**config.mk**
```make
export PLATFORM = sky130hd
export DESIGN_NAME = redirect_flush_ctrl_flat
export DESIGN_NICKNAME = d
export VERILOG_FILES = /design/src/rtl/pipe_ctrl_pkg.sv /design/src/rtl/redirect_flush_ctrl_if.sv /design/src/rtl/sat_counter.sv /design/src/rtl/redirect_flush_ctrl.sv /design/src/flat_wrapper.sv
export SDC_FILE = /design/constraint.sdc
export NUM_CORES = 1
export LEC_CHECK = 0
export ABC_CLOCK_PERIOD_IN_PS = 4000
export CAP_MARGIN = 10
export CELL_PAD_IN_SITES_DETAIL_PLACEMENT = 0
export CELL_PAD_IN_SITES_GLOBAL_PLACEMENT = 1
export CORE_ASPECT_RATIO = 0.8
export CORE_UTILIZATION = 28
export CTS_CLUSTER_SIZE = 12
export DETAILED_ROUTE_END_ITERATION = 10
export GPL_ROUTABILITY_DRIVEN = 0
export GPL_TIMING_DRIVEN = 1
export PLACE_DENSITY_LB_ADDON = 0.1
export SYNTH_ARGS = -nofsm -noshare
export SYNTH_HDL_FRONTEND = slang
export SYNTH_SLANG_ARGS = --single-unit
```
**constraint.sdc**
```tcl
create_clock -name clk -period 4 [get_ports clk]
set_input_delay 0.4 -clock clk [delete_from_list [all_inputs] [get_ports clk]]
set_output_delay 0.4 -clock clk [all_outputs]
set_load 0.03 [all_outputs]
```
**src/rtl/pipe_ctrl_pkg.sv**
```systemverilog
// Shared pipeline-control definitions: stage indices, redirect causes, default PC width.
package pipe_ctrl_pkg;

  localparam int unsigned STG_IF   = 0;
  localparam int unsigned STG_ID   = 1;
  localparam int unsigned STG_EX   = 2;
  localparam int unsigned STG_MEM  = 3;

  localparam int unsigned PC_W_DEF = 32;

  typedef enum logic [1:0] {
    RD_NONE,
    RD_JMP,
    RD_BR,
    RD_EXC
  } redirect_cause_e;

endpackage

```
**src/rtl/redirect_flush_ctrl_if.sv**
```systemverilog
// Redirect/flush bundle between the pipeline (master) and the flush controller (slave).
interface redirect_flush_ctrl_if #(
  parameter int unsigned NUM_STAGES = 4,
  parameter int unsigned PC_W       = 32,
  parameter int unsigned CNT_W      = 16
);

  logic                  stall;
  logic                  jmp;
  logic [PC_W-1:0]       jmp_target;
  logic                  br_mispredict;
  logic [PC_W-1:0]       br_target;
  logic                  exc;
  logic [PC_W-1:0]       exc_vector;
  logic                  cnt_clr;

  logic [NUM_STAGES-1:0] flush;
  logic                  redirect_valid;
  logic [PC_W-1:0]       redirect_pc;
  logic                  win_busy;
  logic [CNT_W-1:0]      cnt_jmp;
  logic [CNT_W-1:0]      cnt_br;
  logic [CNT_W-1:0]      cnt_exc;

  modport master (
    output stall, jmp, jmp_target, br_mispredict, br_target, exc, exc_vector, cnt_clr,
    input  flush, redirect_valid, redirect_pc, win_busy, cnt_jmp, cnt_br, cnt_exc
  );

  modport slave (
    input  stall, jmp, jmp_target, br_mispredict, br_target, exc, exc_vector, cnt_clr,
    output flush, redirect_valid, redirect_pc, win_busy, cnt_jmp, cnt_br, cnt_exc
  );

endinterface

```
**src/rtl/sat_counter.sv**
```systemverilog
// Saturating event counter with synchronous clear.
module sat_counter #(
  parameter int unsigned W = 16
) (
  input  logic         clk,
  input  logic         rst,
  input  logic         inc,
  input  logic         clr,
  output logic [W-1:0] cnt
);

  // Clear wins over increment; hold at all-ones once reached.
  always_ff @(posedge clk) begin
    if (rst || clr) begin
      cnt <= '0;
    end else if (inc && (cnt != '1)) begin
      cnt <= cnt + W'(1);
    end
  end

endmodule

```
**src/rtl/redirect_flush_ctrl.sv**
```systemverilog
// Control-hazard flush unit: picks the oldest redirect, kills younger stages,
// and opens a suppression window so squashed younger jmp/br cannot re-fire.
module redirect_flush_ctrl
  import pipe_ctrl_pkg::*;
#(
  parameter int unsigned NUM_STAGES = 4,
  parameter int unsigned JMP_STAGE  = STG_ID,
  parameter int unsigned BR_STAGE   = STG_EX,
  parameter int unsigned EXC_STAGE  = STG_MEM,
  parameter int unsigned PC_W       = PC_W_DEF,
  parameter int unsigned CNT_W      = 16
) (
  input  logic                  clk,
  input  logic                  rst,
  redirect_flush_ctrl_if.slave  bus
);

  localparam int unsigned WIN_W = $clog2(NUM_STAGES + 2);

  // Stage ordering must be strictly increasing and inside the flush vector.
  if (!((JMP_STAGE > STG_IF) && (JMP_STAGE < BR_STAGE) &&
        (BR_STAGE < EXC_STAGE) && (EXC_STAGE < NUM_STAGES))) begin : g_bad_stage_order
    $error("redirect_flush_ctrl: need 0 < JMP_STAGE < BR_STAGE < EXC_STAGE < NUM_STAGES");
  end

  logic [WIN_W-1:0]      win_cnt;
  logic                  sup;
  redirect_cause_e       cause;
  int unsigned           acc_stage;
  logic [PC_W-1:0]       acc_target;
  logic [NUM_STAGES-1:0] acc_mask;

  assign sup = (win_cnt != '0);

  // Oldest-first arbitration; exceptions bypass the suppression window.
  always_comb begin
    cause = RD_NONE;
    if (bus.exc) begin
      cause = RD_EXC;
    end else if (!sup && bus.br_mispredict) begin
      cause = RD_BR;
    end else if (!sup && bus.jmp) begin
      cause = RD_JMP;
    end
  end

  // Winner's resolving stage and redirect target.
  always_comb begin
    acc_stage  = 0;
    acc_target = '0;
    case (cause)
      RD_EXC: begin
        acc_stage  = EXC_STAGE;
        acc_target = bus.exc_vector;
      end
      RD_BR: begin
        acc_stage  = BR_STAGE;
        acc_target = bus.br_target;
      end
      RD_JMP: begin
        acc_stage  = JMP_STAGE;
        acc_target = bus.jmp_target;
      end
      default: begin
        acc_stage  = 0;
        acc_target = '0;
      end
    endcase
  end

  // Kill every stage younger than the resolving stage.
  always_comb begin
    acc_mask = '0;
    for (int unsigned i = 0; i < NUM_STAGES; i++) begin
      acc_mask[i] = (i < acc_stage);
    end
  end

  assign bus.flush          = rst ? '0 : acc_mask;
  assign bus.redirect_valid = !rst && (cause != RD_NONE);
  assign bus.redirect_pc    = rst ? '0 : acc_target;
  assign bus.win_busy       = sup;

  // Window reloads on any acceptance, otherwise drains only on advancing cycles.
  always_ff @(posedge clk) begin
    if (rst) begin
      win_cnt <= '0;
    end else if (cause != RD_NONE) begin
      win_cnt <= WIN_W'(acc_stage + 1);
    end else if (!bus.stall && sup) begin
      win_cnt <= win_cnt - WIN_W'(1);
    end
  end

  sat_counter #(.W(CNT_W)) u_cnt_jmp (
    .clk (clk),
    .rst (rst),
    .inc (cause == RD_JMP),
    .clr (bus.cnt_clr),
    .cnt (bus.cnt_jmp)
  );

  sat_counter #(.W(CNT_W)) u_cnt_br (
    .clk (clk),
    .rst (rst),
    .inc (cause == RD_BR),
    .clr (bus.cnt_clr),
    .cnt (bus.cnt_br)
  );

  sat_counter #(.W(CNT_W)) u_cnt_exc (
    .clk (clk),
    .rst (rst),
    .inc (cause == RD_EXC),
    .clr (bus.cnt_clr),
    .cnt (bus.cnt_exc)
  );

endmodule
```
**src/flat_wrapper.sv**
```systemverilog
// flat-port wrapper written by rule: the top's interface ports become plain ports
module redirect_flush_ctrl_flat import pipe_ctrl_pkg::*;
#(
  parameter int unsigned NUM_STAGES = 4,
  parameter int unsigned JMP_STAGE  = STG_ID,
  parameter int unsigned BR_STAGE   = STG_EX,
  parameter int unsigned EXC_STAGE  = STG_MEM,
  parameter int unsigned PC_W       = PC_W_DEF,
  parameter int unsigned CNT_W      = 16
)
  (clk, rst, bus_stall, bus_jmp, bus_jmp_target, bus_br_mispredict, bus_br_target, bus_exc, bus_exc_vector, bus_cnt_clr, bus_flush, bus_redirect_valid, bus_redirect_pc, bus_win_busy, bus_cnt_jmp, bus_cnt_br, bus_cnt_exc);
  redirect_flush_ctrl_if #(.NUM_STAGES(NUM_STAGES), .PC_W(PC_W), .CNT_W(CNT_W)) bus_i ();
  input  logic clk;
  input  logic rst;
  input wire logic [$bits(bus_i.stall)-1:0] bus_stall;
  input wire logic [$bits(bus_i.jmp)-1:0] bus_jmp;
  input wire logic [$bits(bus_i.jmp_target)-1:0] bus_jmp_target;
  input wire logic [$bits(bus_i.br_mispredict)-1:0] bus_br_mispredict;
  input wire logic [$bits(bus_i.br_target)-1:0] bus_br_target;
  input wire logic [$bits(bus_i.exc)-1:0] bus_exc;
  input wire logic [$bits(bus_i.exc_vector)-1:0] bus_exc_vector;
  input wire logic [$bits(bus_i.cnt_clr)-1:0] bus_cnt_clr;
  output wire logic [$bits(bus_i.flush)-1:0] bus_flush;
  output wire logic [$bits(bus_i.redirect_valid)-1:0] bus_redirect_valid;
  output wire logic [$bits(bus_i.redirect_pc)-1:0] bus_redirect_pc;
  output wire logic [$bits(bus_i.win_busy)-1:0] bus_win_busy;
  output wire logic [$bits(bus_i.cnt_jmp)-1:0] bus_cnt_jmp;
  output wire logic [$bits(bus_i.cnt_br)-1:0] bus_cnt_br;
  output wire logic [$bits(bus_i.cnt_exc)-1:0] bus_cnt_exc;
  assign bus_i.stall = bus_stall;
  assign bus_i.jmp = bus_jmp;
  assign bus_i.jmp_target = bus_jmp_target;
  assign bus_i.br_mispredict = bus_br_mispredict;
  assign bus_i.br_target = bus_br_target;
  assign bus_i.exc = bus_exc;
  assign bus_i.exc_vector = bus_exc_vector;
  assign bus_i.cnt_clr = bus_cnt_clr;
  assign bus_flush = bus_i.flush;
  assign bus_redirect_valid = bus_i.redirect_valid;
  assign bus_redirect_pc = bus_i.redirect_pc;
  assign bus_win_busy = bus_i.win_busy;
  assign bus_cnt_jmp = bus_i.cnt_jmp;
  assign bus_cnt_br = bus_i.cnt_br;
  assign bus_cnt_exc = bus_i.cnt_exc;
  redirect_flush_ctrl #(.NUM_STAGES(NUM_STAGES), .JMP_STAGE(JMP_STAGE), .BR_STAGE(BR_STAGE), .EXC_STAGE(EXC_STAGE), .PC_W(PC_W), .CNT_W(CNT_W)) u_core (.clk(clk), .rst(rst), .bus(bus_i));
endmodule
```
* Word level (Yosys, flattened, before mapping) *
Cells that the tools add are included.
W data, S select, Z words.

storage, ports and cells
  logic and storage cells = 42
  flip-flop bits (word level) = 51
  bits in latches = 0
  output and inout bits = 86
  RAM bits = 0
  memories = 0
  memory bits (read-only) = 0

cells by class
  multipliers = 0
  order comparisons = 4
  shift-type cells = 0
  div/mod/pow operators = 0
  bitwise operators = 0
  eq/ne operators = 6
  add/sub/neg operators = 5
  reductions and logical operators = 14
  multiplexer cells = 9

operator list
  operator                 count
  $pmux W32 S3             1
  $add A16 B1 Y16 const B  3
  $ne A16 B16 Y1 const B   3
  $mux W32                 1
  $logic_and A1 B1 Y1      7
  $mux W3                  2
  $pmux W2 S3              1
  $eq A2 B2 Y1 const B     2
  $lt A1 B2 Y1 const A     2
  $lt A2 B2 Y1 const A     2
  $mux W2                  2
  $mux W4                  1
  $reduce_bool A2 Y1       2
  $add A2 B1 Y3 const B    1
  $logic_not A1 Y1         3
  $reduce_bool A3 Y1       1
  $sub A3 B1 Y3 const B    1
  $eq A2 B1 Y1 const B     1
  $logic_or A1 B1 Y1       1
  $mux W1                  1

* Depth between registers and ports, before layout *
Gate-level depths: netlist (run 1).

  depth after elaboration = 10
  depth in mapped cells = 12
  mapped depth without buffers = 10

* Hierarchy *
Synthesis (run 1) repeated with hierarchy kept, for this count alone.

unflattened totals
  cell total of the unflattened synthesis = 404
  area, all modules = 3347.0 um2

modules (own cells, without submodules)
  module               instances  cells each  area each (um2)
  sat_counter          3          95          847.1
  redirect_flush_ctrl  1          119         805.8

* Worst setup path before layout (run 1) *
No wires, ideal clock.

  kind = input-to-output
  from = in bus_exc
  to = out bus_flush[0]
  arrival = 2.428 ns
  path buffers = 5
  setup slack = 1.172 ns
  cell stages on the path = 10
  required time = 3.600 ns
  path through = clkbuf_1 -> clkbuf_1 -> a31o_2 -> inv_1 -> ha_1 -> or2_2 -> clkbuf_1 -> clkbuf_1 -> inv_1 -> buf_4

on the way
  longest elaborated chain between the ends = 5

ends and longest elaborated chain
  what                                                 RTL line                   source
  from (decl)                                          flat_wrapper.sv:20         input wire logic [$bits(bus_i.exc)-1:0] bus_exc;
  $mux W2 (*)                                          redirect_flush_ctrl.sv:38  if (bus.exc) begin
  $eq A2 B1 Y1 / $eq A2 B2 Y1 (equally long branches)  redirect_flush_ctrl.sv:51  case (cause)
  $pmux W2 S3 (*)                                      redirect_flush_ctrl.sv:51
  $lt A1 B2 Y1 (*)                                     redirect_flush_ctrl.sv:75  acc_mask[i] = (i < acc_stage);
  $mux W4 (*)                                          redirect_flush_ctrl.sv:79  assign bus.flush = rst ? '0 : acc_mask;
  to (decl)                                            flat_wrapper.sv:23         output wire logic [$bits(bus_i.flush)-1:0] bus_flush;

Every way passes the cells marked *; elsewhere a longest branch is shown, timed or not.

* Worst setup path after layout (run 1) *
  from = reg u_core.win_cnt[0]
  to = out bus_redirect_pc[7]

on the way
  longest elaborated chain between the ends = 9

ends and longest elaborated chain
  what                                                 RTL line                                              source
  from (decl)                                          redirect_flush_ctrl.sv:26                             logic [WIN_W-1:0] win_cnt;
  from (signal assigned)                               redirect_flush_ctrl.sv:89                             win_cnt <= WIN_W'(acc_stage + 1);
  from (signal assigned)                               redirect_flush_ctrl.sv:91                             win_cnt <= win_cnt - WIN_W'(1);
  $reduce_bool A3 Y1 (*)                               redirect_flush_ctrl.sv:33                             assign sup = (win_cnt != '0);
  $logic_not A1 Y1 (*)                                 redirect_flush_ctrl.sv:40, redirect_flush_ctrl.sv:42
  $logic_and A1 B1 Y1                                  redirect_flush_ctrl.sv:42                             end else if (!sup && bus.jmp) begin
  $mux W1                                              redirect_flush_ctrl.sv:42
  $mux W2 (*)                                          redirect_flush_ctrl.sv:40                             end else if (!sup && bus.br_mispredict) begin
  $mux W2 (*)                                          redirect_flush_ctrl.sv:38
  $eq A2 B1 Y1 / $eq A2 B2 Y1 (equally long branches)  redirect_flush_ctrl.sv:51
  $pmux W32 S3 (*)                                     redirect_flush_ctrl.sv:51
  $mux W32 (*)                                         redirect_flush_ctrl.sv:81                             assign bus.redirect_pc = rst ? '0 : acc_target;
  to (decl)                                            flat_wrapper.sv:25                                    output wire logic [$bits(bus_i.redirect_pc)-1:0] bus_redirect_pc;

Marked as above.

==> flow_metrics.py, run 1 <==
metrics = {
    "status": {
        "status": "finished clean",
    },
    "sta": {
        "setup_violations": 0,
        "tns_ns": 0,
        "finalHoldViolations": 0,
        "slew_viol_final": 0,
        "rsz0062_at_grt": "false",
        "fmax_ghz": 0.311,
        "post-route-period-util_pct": 80.3,
        "period_minus_slack_ns": 3.21,
        "finClkSkew_ns": 0.0122,
        "slew_headroom_pct": 33.4,
        "tightest_slew_ns": 0.990,
    },
    "global_routing": {
        "overflow": 0,
        "grt_pass1_wl_um": 18800,
        "grt_pass1_vias": 3730,
        "antenna_found_initial": 0,
        "grt_max_degree": 37,
        "track_usage_pct": 19.3,
    },
    "layout": {
        "area_growth_pct": 63.4,
        "drive_above_1_share_pct": 9.86,
        "final_core_util_pct": 48.0,
        "fin_nets": 700,
        "design_area_um2": 5330,
        "antennaDiodeCount": 0,
    },
    "floorplanning": {
        "ios": 189,
        "initial_utilization_pct": 29.4,
        "die_w_um": 123,
        "rows": 34,
        "core_um2": 11100,
        "die_h_um": 98.5,
        "dieArea_um2": 12100,
    },
    "clock_network": {
        "holdBufCountCts": 0,
        "clk_pin_slew_ns": 0.08,
        "post_cts_resized": 0,
        "clock_path_buffers": 2,
        "cts_root_buffer": "clkbuf_16",
        "cts.sinks": 51,
        "htreeDepth": 2,
        "cts_setup_buffers": 0,
        "cts_tree": "yes",
        "insertion_delay_ns": 0.29,
        "cts_made_buffers": 5,
    },
    "synth": {
        "async_flop_share_pct": 0,
        "ys.flop_type": "dfxtp_1",
        "ys_seq_area_share_pct": 31.3,
        "synth_area_leaders": "dfxtp_1, a222oi_1, a21oi_1",
        "synth_top_area_share_pct": 31.3,
        "synth_nets": 532,
        "synth_area_um2": 3260,
        "ys_types": 45,
        "ys_warn_count": 0,
        "synth_edf_count": 0,
        "synthCells": 419,
        "syn_area_per_cell_um2": 7.78,
        "synth_largest_area_cell": "dfxtp_1",
        "ys_ff_latch": 51,
    },
    "worst_hold_path": {
        "hold_class": "reg -> reg",
    },
    "setup_path": {
        "startpoint_type": "register",
        "slowest_stage": "ha_1",
        "endpoint_kind": "output pin",
        "cp_data_required_time_ns": 3.60,
        "crit_type": "reg -> out",
        "crit_chain": "inv_1, ha_1, nor2b_1, a21oi_1, ha_1, buf_4, a222oi_1, nor2_1, buf_4",
        "cp_slowest_stage_delay_ns": 0.57,
        "path_max_fanout": 25,
        "critPathArrivalTime_ns": 2.81,
    },
    "detailed_routing": {
        "drt-vias-per-instance": 5.44,
        "vias": 3983,
        "drtAntennaViolNets": 0,
        "dr.pass1.iters": 8,
        "drt_drc_violations_left": 0,
        "drt-wirelength-per-cell_um": 16.2,
        "routed_wl_um": 11800,
        "drtIter0Drc": 396,
    },
    "job": {
        "drv_cap": 0,
    },
    "power": {
        "seqPwrFrac_pct": 36.4,
        "power.density_nw_per_um2": 266,
        "p_sw_share_pct": 28.6,
        "irDropWorstVdd_mv": 0.171,
        "p_comb_share_pct": 26.7,
        "power.leakage_nw": 1.93,
        "clkPwrFrac_pct": 36.9,
        "intPower_w": 0.00101,
        "power.switching_w": 0.000406,
    },
    "place": {
        "place_area_um2": 5150,
        "dp_hpwl_um": 8970,
        "portBuffers": 187,
    },
}
[metrics by stage]
step                setup WS [ns]  power [W]  hold WS, ns  std cells
detailed placement          0.698   0.000909        0.498        724
finish                      0.789    0.00142        0.515        732
global placement            0.775   0.000907        0.491        724
global route                0.556    0.00149        0.550        732
floorplan                    1.17   0.000720        0.483        419
CTS                         0.786    0.00144        0.510        732
[synthesized netlist by cell type (11+ instances only)]
master and instances:
a21oi_1 34, a222oi_1 32, and3_1 11, clkbuf_1 28, dfxtp_1 51, inv_1 14
nand2_1 31, nand3_1 11, nand4_1 15, nor2_1 44, o21ai_0 22, or3_1 18
or4_1 11
[power by group through the flow]
stage | clock network (W) | registers (W) | logic, W
final | 0.000523 | 0.000517 | 0.000380
after global routing | 0.000565 | 0.000518 | 0.000410
after CTS | 0.000540 | 0.000517 | 0.000383
after detailed placement | 0 | 0.000529 | 0.000381
after global placement | 0 | 0.000529 | 0.000379
after floorplan | 0 | 0.000531 | 0.000189
[sequential cells by signal, summed over array words and instances, names as in the netlist]
register,cells
u_core.u_cnt_exc.cnt,16
u_core.win_cnt,3
u_core.u_cnt_jmp.cnt,16
u_core.u_cnt_br.cnt,16
[path summary, 6_finish.rpt]
kind,startpoint,endpoint,slack [ns],cells past startpoint
min,u_core.u_cnt_br.cnt[4],u_core.u_cnt_br.cnt[4],0.52,1
max reg2reg,u_core.win_cnt[0],u_core.u_cnt_jmp.cnt[9],0.84,9
max,u_core.win_cnt[0],bus_redirect_pc[7],0.79,9
min reg2reg,u_core.u_cnt_br.cnt[4],u_core.u_cnt_br.cnt[4],0.52,1
[cell usage in the layout, fill, tap and decap left out, types with 3 or more instances in the layout]
cell             count
clkdlybuf4s50_1    155
a21oi_1             34
clkbuf_16            5
or4_1               11
or3_1               18
mux2i_1              7
or2_2                3
dfxtp_1             51
o21ai_0             22
nor2_1              44
o41ai_1              3
a31oi_1              7
nand2_1             31
a41o_1               3
inv_1               14
nor3_1              10
buf_4               39
and4_1              10
o31ai_1              9
ha_1                10
nand4_1             15
and3_1              11
nand3_1             11
nor2b_1              3
a222oi_1            32
[logic make-up after synthesis]
| logic type | after synthesis | synth area share, % |
|---|---|---|
| flip-flops | 51 | 31.3 |
| adder cells (fa/ha/maj) | 10 | 3.84 |
| AND/OR/NAND/NOR | 181 | 30.2 |
| buffers and inverters | 48 | 5.87 |
| other | 1 | 0.115 |
| AO/OA/AOI/OAI | 121 | 26.5 |
| multiplexers | 7 | 2.15 |
[per-layer routing]
metal	global-route usage, %	routed length [µm]
met5	0	0
met4	3.66	146
met3	4.28	680
met2	31.6	5490
met1	25.9	5500
[critical path, delay by kind of cell (launching register included)]
kind / cells / cell delay (ns)
fa+ha+maj: 2 / 0.77
simple gates: 2 / 0.29
compound gates: 2 / 0.51
buf+inv: 3 / 0.62
flops: 1 / 0.33
[layout make-up]
class	count	area, µm²
repair buffers	194	1840
clock buffers	6	139
clock inverters	2	38.8
flip-flops and latches	51	1020
multi-input cells	320	2050
inverters	15	56.3
well taps	144	180
fillers	1093	5770
No activity file was read; power rests on OpenSTA's default activity.
==> run 2, diff against run 1 <==
ABC_CLOCK_PERIOD_IN_PS = 2700   (was 4000)
CORE_UTILIZATION = 24   (was 28)
clock period = 2.7 ns   (was 4 ns; I/O delays follow)
==> run 2 against run 1 <==
Core utilization shrank 5.3 points. Critical endpoint is now bus_redirect_pc[10]. Largest cell class unchanged. First-iteration DRC count down 14%. Largest power group unchanged. Critical path type unchanged. Highest routed layer unchanged. Register-to-register slack worse by 0.65 ns.
==> flow_metrics.py, run 2 (synthesis gave the netlist of run 1 again) <==
metrics = {
    "global_routing": {
        "grt_max_degree": 35,
        "grt_pass1_wl_um": 19400,
        "antenna_found_initial": 0,
        "track_usage_pct": 16.8,
        "overflow": 0,
        "grt_pass1_vias": 3757,
    },
    "sta": {
        "fmax_ghz": 0.397,
        "tightest_slew_ns": 0.607,
        "post-route-period-util_pct": 93.4,
        "finClkSkew_ns": 0.00658,
        "rsz0062_at_grt": "false",
        "setup_violations": 0,
        "finalHoldViolations": 0,
        "tns_ns": 0,
        "period_minus_slack_ns": 2.52,
        "slew_headroom_pct": 59.5,
        "slew_viol_final": 0,
    },
    "layout": {
        "final_cell_mix": "clkdlybuf4s50_1, buf_4, dfxtp_1",
        "drive_above_1_share_pct": 14.3,
        "mostFrequentLayoutCell": "clkdlybuf4s50_1",
        "fin_nets": 719,
        "design_area_um2": 5580,
        "multi_input_area_um2": 2110,
        "finalNonFillerCells": 782,
        "reg.largest.list": "u_core.u_cnt_br.cnt (16), u_core.u_cnt_exc.cnt (16), u_core.u_cnt_jmp.cnt (16)",
        "seq_area_um2": 1020,
        "fillers": 1313,
        "antennaDiodeCount": 0,
        "area_growth_pct": 71.0,
    },
    "detailed_routing": {
        "drt-vias-per-instance": 5.26,
        "drt_drc_violations_left": 0,
        "dr.pass1.iters": 7,
        "vias": 4117,
        "routed_wl_um": 12600,
        "drtIter0Drc": 342,
        "drt-wirelength-per-cell_um": 16.1,
        "drtAntennaViolNets": 0,
    },
    "floorplanning": {
        "die_h_um": 106,
        "die_w_um": 132,
        "initial_utilization_pct": 25.0,
        "rows": 37,
        "core_um2": 13100,
        "dieArea_um2": 14100,
        "ios": 189,
    },
    "clock_network": {
        "cts_tree": "yes",
        "clock_path_buffers": 2,
        "htreeDepth": 2,
        "cts_made_buffers": 5,
        "cts_root_buffer": "clkbuf_16",
        "insertion_delay_ns": 0.30,
        "holdBufCountCts": 0,
        "cts.sinks": 51,
        "clk_pin_slew_ns": 0.07,
    },
    "setup_path": {
        "endpoint_kind": "output pin",
        "path_max_fanout": 16,
        "r2r_start": "u_core.win_cnt[0]",
        "cp-startpoint": "u_core.win_cnt[0]",
        "cp_data_required_time_ns": 2.43,
        "critPathArrivalTime_ns": 2.25,
        "reg2reg_to": "u_core.u_cnt_jmp.cnt[10]",
        "crit_type": "reg -> out",
        "r2r_slack_ns": 0.19,
        "r2r_cells": 10,
        "startpoint_type": "register",
    },
    "power": {
        "power.total_w": 0.00216,
        "power.leakage_nw": 2.04,
        "irDropWorstVdd_mv": 0.224,
        "power.density_nw_per_um2": 387,
    },
    "worst_hold_path": {
        "holdPathStages": 1,
        "hold_class": "reg -> reg",
        "whs_endpoint": "u_core.u_cnt_br.cnt[4]",
        "min_from": "u_core.u_cnt_br.cnt[4]",
    },
    "place": {
        "portBuffers": 187,
        "dp_cells": 770,
        "dp_hpwl_um": 9340,
        "place_area_um2": 5310,
    },
    "job": {
        "drv_cap": 0,
    },
    "status": {
        "status": "finished clean",
    },
}
run 2: metrics by stage:
| stage | hold slack, ns | setup WS [ns] | util (%) |
|---|---|---|---|
| after floorplan | 0.444 | 0.127 | - |
| after global placement | 0.496 | 0.141 | 40.7 |
| after detailed placement | 0.501 | 0.0537 | 40.7 |
| after CTS | 0.519 | 0.0279 | 42.2 |
| after global routing | 0.547 | 0.0201 | 42.7 |
| final | 0.518 | 0.179 | 42.7 |
run 2: layer usage:
| layer | routed length (µm) | vias to the layer above | part of all wire (%) | global-route usage (%) |
|---|---|---|---|---|
| met5 | 0 | - | 0 | 0 |
| met4 | 93 | 0 | 0.74 | 2.96 |
| met3 | 698 | 10 | 5.6 | 3.81 |
| met2 | 6100 | 138 | 49 | 28.8 |
| met1 | 5670 | 1942 | 45 | 21.8 |
| li1 | - | 2027 | - | - |
run 2: how the worst max path moves through the flow:
stage / cells past startpoint / slack (ns) / endpoint
floorplan: 11 / 0.13 / bus_flush[0]
global placement: 7 / 0.14 / u_core.u_cnt_jmp.cnt[10]
detailed placement: 11 / 0.05 / u_core.u_cnt_exc.cnt[5]
CTS: 11 / 0.03 / u_core.u_cnt_exc.cnt[5]
global route: 9 / 0.02 / bus_redirect_pc[5]
finish: 9 / 0.18 / bus_redirect_pc[10]
run 2: final cells by class:
type | count | share of cell area [%]
clock inverters | 2 | 0.696
flip-flops and latches | 51 | 18.3
inverters | 15 | 1.01
well taps | 175 | 3.93
multi-input cells | 322 | 37.9
repair buffers | 211 | 35.7
clock buffers | 6 | 2.49
run 2: power by group:
group | total, W | internal, W | switching, W
registers | 0.000766 | 0.000759 | 0.00000669
clock network | 0.000777 | 0.000467 | 0.000310
logic | 0.000617 | 0.000312 | 0.000305
run 2: repair_timing:
item                       4_1_cts  5_1_grt
resized for setup                6       11
setup endpoints to repair       34       46
gates cloned                     0        2
setup buffers                    0        2
pin swaps                        1        7
run 2: critical path: stages (launching register included):
cell,delay (ns)
dfxtp_1,0.31
inv_1,0.08
ha_1,0.16
nor2b_4,0.17
a31o_2,0.21
inv_1,0.12
ha_1,0.25
or2_4,0.34
nor2_1,0.13
buf_4,0.17
